[src/rtl/vram_arb_pkg.sv]
// vram_arb_pkg: shared defaults, slot type and display address helper for vram_arbiter
package vram_arb_pkg;
  localparam int DEF_NREQ = 2;
  localparam int DEF_ADDR_W = 16;
  localparam int DEF_DATA_W = 8;
  typedef enum logic {SLOT_DISP, SLOT_FREE} slot_t;
  function automatic logic [15:0] disp_addr(input logic [7:0] row_blk, input logic [7:0] col_blk);
    return {row_blk, col_blk};
  endfunction
endpackage

[src/rtl/vram_arbiter_rr.sv]
// rr_arbiter: round-robin pick among eligible requests; the pointer never moves past a pending ineligible request
module rr_arbiter
  import vram_arb_pkg::*;
#(
  parameter int NREQ = DEF_NREQ,
  localparam int PW = (NREQ > 1) ? $clog2(NREQ) : 1
) (
  input  logic            i_clock,
  input  logic            i_rst_n,
  input  logic [NREQ-1:0] i_req,
  input  logic [NREQ-1:0] i_elig,
  input  logic            i_adv,
  output logic [NREQ-1:0] o_gnt,
  output logic [PW-1:0]   o_ptr
);
  logic [PW-1:0] r_ptr, w_any_idx, w_el_idx;
  logic w_any, w_el;
  always_comb begin
    o_gnt = '0;
    w_any = 1'b0;
    w_el = 1'b0;
    w_any_idx = r_ptr;
    w_el_idx = r_ptr;
    for (int k = 0; k < NREQ; k++) begin
      if (!w_any && i_req[(int'(r_ptr) + k) % NREQ]) begin
        w_any = 1'b1;
        w_any_idx = PW'((int'(r_ptr) + k) % NREQ);
      end
      if (!w_el && i_req[(int'(r_ptr) + k) % NREQ] && i_elig[(int'(r_ptr) + k) % NREQ]) begin
        w_el = 1'b1;
        w_el_idx = PW'((int'(r_ptr) + k) % NREQ);
      end
    end
    if (w_el) o_gnt[w_el_idx] = 1'b1;
  end
  always_ff @(posedge i_clock) begin
    if (!i_rst_n) r_ptr <= '0;
    else if (i_adv && w_el) r_ptr <= (w_any_idx == w_el_idx) ? PW'((int'(w_el_idx) + 1) % NREQ) : w_any_idx;
  end
  assign o_ptr = r_ptr;
endmodule

[src/rtl/vram_arbiter.sv]
// vram_arbiter: shares a 1-cycle VRAM between display fetch (every 4th visible pixel) and round-robin requesters.
// Define VRAM_ARB_VBLANK_WRITE_EN to grant requester writes only during vertical blanking.
module vram_arbiter
  import vram_arb_pkg::*;
#(
  parameter int NREQ = DEF_NREQ,
  parameter int ADDR_W = DEF_ADDR_W,
  parameter int DATA_W = DEF_DATA_W,
  parameter int HORIZ_PIXELS = 1024,
  parameter int VERT_PIXELS = 768
) (
  input  logic                   i_clock,
  input  logic                   i_rst_n,
  input  logic [10:0]            i_pixel_row,
  input  logic [10:0]            i_pixel_column,
  output logic [DATA_W-1:0]      o_disp_data,
  output logic                   o_disp_valid,
  input  logic [NREQ-1:0]        i_req,
  input  logic [NREQ-1:0]        i_we,
  input  logic [NREQ*ADDR_W-1:0] i_addr,
  input  logic [NREQ*DATA_W-1:0] i_wdata,
  output logic [NREQ-1:0]        o_gnt,
  output logic [DATA_W-1:0]      o_rdata,
  output logic [NREQ-1:0]        o_rvalid,
  output logic                   o_mem_en,
  output logic                   o_mem_we,
  output logic [ADDR_W-1:0]      o_mem_addr,
  output logic [DATA_W-1:0]      o_mem_wdata,
  input  logic [DATA_W-1:0]      i_mem_rdata
);
  localparam int PW = (NREQ > 1) ? $clog2(NREQ) : 1;
  localparam logic [10:0] HP = 11'(HORIZ_PIXELS);
  localparam logic [10:0] VP = 11'(VERT_PIXELS);
  slot_t w_slot;
  logic w_disp, w_sel_we;
  logic [NREQ-1:0] w_req, w_elig, w_gnt, r_gnt, r_rvalid;
  logic [ADDR_W-1:0] w_sel_addr, r_mem_addr;
  logic [DATA_W-1:0] w_sel_wdata, r_mem_wdata, r_rdata, r_disp_data;
  logic [PW-1:0] w_unused_ptr;
  logic [1:0] r_tag, r_hold;
  logic r_mem_en, r_mem_we;
  assign w_slot = (i_pixel_row < VP && i_pixel_column < HP && i_pixel_column[1:0] == 2'd0) ? SLOT_DISP : SLOT_FREE;
  assign w_disp = w_slot == SLOT_DISP;
  // a requester still holds req during its own gnt cycle; that is not a fresh request
  assign w_req = i_req & ~r_gnt;
`ifdef VRAM_ARB_VBLANK_WRITE_EN
  assign w_elig = ~i_we | {NREQ{i_pixel_row >= VP}};
`else
  assign w_elig = '1;
`endif
  rr_arbiter #(.NREQ(NREQ)) u_rr (
    .i_clock(i_clock),
    .i_rst_n(i_rst_n),
    .i_req(w_req),
    .i_elig(w_elig),
    .i_adv(!w_disp),
    .o_gnt(w_gnt),
    .o_ptr(w_unused_ptr)
  );
  always_comb begin
    w_sel_we = 1'b0;
    w_sel_addr = '0;
    w_sel_wdata = '0;
    for (int i = 0; i < NREQ; i++)
      if (w_gnt[i]) begin
        w_sel_we = i_we[i];
        w_sel_addr = i_addr[i*ADDR_W +: ADDR_W];
        w_sel_wdata = i_wdata[i*DATA_W +: DATA_W];
      end
  end
  always_ff @(posedge i_clock) begin
    if (!i_rst_n) begin
      r_gnt <= '0;
      r_rvalid <= '0;
      r_mem_en <= 1'b0;
      r_mem_we <= 1'b0;
      r_mem_addr <= '0;
      r_mem_wdata <= '0;
      r_tag <= '0;
      r_hold <= '0;
      r_rdata <= '0;
      r_disp_data <= '0;
    end else begin
      r_gnt <= w_disp ? '0 : w_gnt;
      r_mem_en <= w_disp || |w_gnt;
      r_mem_we <= !w_disp && w_sel_we;
      r_mem_addr <= w_disp ? ADDR_W'(disp_addr(i_pixel_row[9:2], i_pixel_column[9:2])) : w_sel_addr;
      r_mem_wdata <= w_disp ? '0 : w_sel_wdata;
      r_rvalid <= r_gnt & {NREQ{!r_mem_we}};
      r_rdata <= o_rdata;
      r_tag <= {r_tag[0], w_disp};
      r_hold <= r_tag[1] ? 2'd3 : (r_hold != 2'd0 ? r_hold - 2'd1 : 2'd0);
      r_disp_data <= o_disp_data;
    end
  end
  // returns pass straight from the RAM in their arrival cycle, then hold in r_rdata / r_disp_data
  assign o_rdata = |r_rvalid ? i_mem_rdata : r_rdata;
  assign o_disp_data = r_tag[1] ? i_mem_rdata : r_disp_data;
  assign o_disp_valid = r_tag[1] || r_hold != 2'd0;
  assign o_gnt = r_gnt;
  assign o_rvalid = r_rvalid;
  assign o_mem_en = r_mem_en;
  assign o_mem_we = r_mem_we;
  assign o_mem_addr = r_mem_addr;
  assign o_mem_wdata = r_mem_wdata;
endmodule

[config.mk]
export PLATFORM = sky130hd
export DESIGN_NAME = vram_arbiter
export DESIGN_NICKNAME = d
export VERILOG_FILES = /design/src/rtl/vram_arb_pkg.sv /design/src/rtl/vram_arbiter_rr.sv /design/src/rtl/vram_arbiter.sv
export SDC_FILE = /design/constraint.sdc
export NUM_CORES = 1
export LEC_CHECK = 0
export CORE_ASPECT_RATIO = 0.9
export CORE_MARGIN = 2
export CORE_UTILIZATION = 32
export DETAILED_ROUTE_END_ITERATION = 6
export MAX_ROUTING_LAYER = met4
export PLACE_DENSITY = 0.84
export RECOVER_POWER = 100
export SYNTH_ARGS = -nofsm -noshare
export SYNTH_HDL_FRONTEND = slang
export SYNTH_SLANG_ARGS = --single-unit
[constraint.sdc]
create_clock -name i_clock -period 1.6 [get_ports i_clock]
set_input_delay 0.48 -clock i_clock [delete_from_list [all_inputs] [get_ports i_clock]]
set_output_delay 0.48 -clock i_clock [all_outputs]
set_load 0.02 [all_outputs]
==> flow_summary.toml <==
[run_status]
status = "finished, violations left"
violations = "design-rule violations, negative setup slack"

[critical_path]
cp_data_required_time_ns = 1.12
worstPathArrival_ns = 1.36
worstSetupPathType = "flip-flop to output pin"
start_kind = "flip-flop"
critPathMaxFanout = 8
end_kind = "output pin"

[power]
power_density_nw_per_um2 = 842
power_leakage_nw = 1.73
finalPower_mw = 3.09
swShare_pct = 23.3
p_switching_mw = 0.721
p_seq_share_pct = 44.2
power_frac_comb_pct = 22.3
peakVddDrop_uv = 519
intPower_mw = 2.37
p_clk_share_pct = 33.5

[clock_network]
clk_pin_slew_ns = 0.09
ctsHoldBuffers = 0
cts-root-buf = "clkbuf_8"
clockBufferDepth = 2
cts_made_buffers = 5
clkLatencyLatePin_ns = 0.30
h-tree-depth = 2
cts_tree = "built"
cts.sinks = 51

[layout]
seq_area_um2 = 1020
fin_nets = 398
final_core_util_pct = 63.8
most-common-layout-cells = "clkdlybuf4s50_1, dfxtp_1, dlygate4sd2_1"
fillCellCount = 479
antenna_cells = 0
drive_gt1_share_pct = 26.7
mostFrequentLayoutCell = "clkdlybuf4s50_1"
area_growth_pct = 90.5
multiInputGateArea_um2 = 915

[routing]
vias = 1859
routed_wl_mm = 6.04
viasPerCell = 4.83
initialDrtViolationCount = 69
drtAntennaViolNets = 0
wl_per_cell_um = 15.7
drc = 8
first_pass_iters = 7

[timing]
skew_ns = 0.00682
fin_crit_ns = 1.84
fin_ws_ns = -0.242
finalCritPeriodShare_pct = 115
worst_slew_pin_slew_ns = 0.444
maxSlewViolCount = 0
max_freq_mhz = 543
fin_hold_ws_ns = 0.449
finalSetupViolCount = 17
hold_viol = 0
slew_headroom_pct = 70.4
rsz0062_at_grt = "true"

[global_route]
grt_overflow = 0
grt_pass1_wl_mm = 9.39
grt_max_degree = 17
antenna_found_initial = 0
grt_pass1_vias = 1962
grt_usage_pct = 18.8

[synthesis]
yosys_register_bits = 51
synth_warnings = 0
synth_area_leaders = "dfxtp_1, mux2_2, and2_1, a221o_1, and3_1"
ys_seq_area_share_pct = 53.0
avgSynthCellArea_um2 = 11.9
synth_fp_nets = 246
ys_types = 30
synth_cells = 162
syn_area_um2 = 1930
netlist.area_leader.share_pct = 53.0
yosysTopAreaCell = "dfxtp_1"

[floorplanning]
die_area_um2 = 6660
core_um2 = 5760
start_util_pct = 33.5
fp.dieW_um = 85.8
rows = 26
dieHeight_um = 77.6
boundaryPins = 131

[placement]
dp_hpwl_mm = 4.11
io_buffers = 128
place.gp.congestion = 0.833

[job]
cap_violations = 0

[hold_path]
hold_path_class = "flip-flop to flip-flop"
## sequential cells by signal, summed over array words and instances, names as in the netlist, 2 cells and up
| name | count |
|---|---|
| o_gnt | 2 |
| r_hold | 2 |
| o_rvalid | 2 |
| r_disp_data | 8 |
| r_rdata | 8 |
| o_mem_wdata | 8 |
| r_tag | 2 |
| o_mem_addr | 16 |
## timing repair
item | CTS | global route
setup endpoints to repair | 74 | 44
setup buffers | 8 | 2
pin swaps | 5 | 8
gates cloned | 5 | 0
gates resized for setup | 188 | 9
## final timing paths
check,startpoint,cells after the start,slack [ns],to
hold / removal,r_tag[0],1,0.45,r_tag[1]
hold reg to reg,r_tag[0],1,0.45,r_tag[1]
setup reg to reg,o_gnt[1],5,0.08,o_mem_wdata[6]
setup / recovery,o_rvalid[1],4,-0.24,o_rdata[1]
## area by class of cell
type	instances	area share, %
clock buffers	6	1.98
clock inverters	2	1.64
inverters	2	0.204
multi-input cells	99	24.9
flip-flops and latches	51	27.9
well taps	70	2.39
repair buffers	155	41.0
## power by group through the flow
stage                     clock, mW  combinational [mW]  sequential (mW)
after detailed placement          0               0.682             1.39
after CTS                      1.06               0.717             1.37
after floorplan                   0               0.183             1.46
after global routing           1.10               0.730             1.37
after global placement            0               0.672             1.39
final                          1.04               0.690             1.37
## routing by layer
| layer | vias up | global-route usage, % | wire [um] |
|---|---|---|---|
| li1 | 898 | - | - |
| met1 | 874 | 20.3 | 2430 |
| met2 | 79 | 33.7 | 3110 |
| met3 | 8 | 4.68 | 416 |
| met4 | 0 | 5.87 | 80 |
| met5 | - | - | 0 |
## cells in the mapped netlist
library cell / instances
dfxtp_1: 51
and2_1: 19
and3_1: 16
mux2_2: 16
a221o_1: 10
a22o_1: 9
a221o_2: 6
clkbuf_1: 4
a21oi_1: 3
nor2_1: 3
nor3b_1: 3
buf_4: 2
buf_6: 2
inv_1: 2
a2111oi_4: 1
a211oi_2: 1
a21boi_0: 1
and2b_2: 1
and3b_1: 1
buf_2: 1
clkbuf_2: 1
nand2_1: 1
nand2_2: 1
nand2b_1: 1
nand3b_1: 1
nor2b_1: 1
nor4_4: 1
o221a_1: 1
o31a_1: 1
or3_1: 1
## worst max-delay path: stages (launching register included)
cell     delay, ns
dfxtp_2       0.34
nor2_4        0.12
buf_12        0.15
mux2_4        0.32
buf_6         0.13
## stage by stage
step | instance area (um2) | setup TNS (ns) | setup slack (ns) | std cells
floorplan | 1930 | -0.0868 | -0.00868 | 162
global placement | 3410 | -26.98 | -0.665 | 366
detailed placement | 3410 | -28.51 | -0.709 | 366
CTS | 3760 | -3.11 | -0.247 | 386
global route | 3670 | -4.03 | -0.284 | 385
finish | 3670 | -3.28 | -0.242 | 385
## cell families (layout without fill, tap and decap cells)
logic type	count (synthesis)	after routing	synth area share (%)
DFF	51	51	53.0
and+or+nand+nor	50	50	17.0
AOI/OAI and AO/OA	33	33	17.1
muxes	16	16	9.34
buffers and inverters	12	165	3.63
Note: power is estimated with default switching activity, not from simulation.
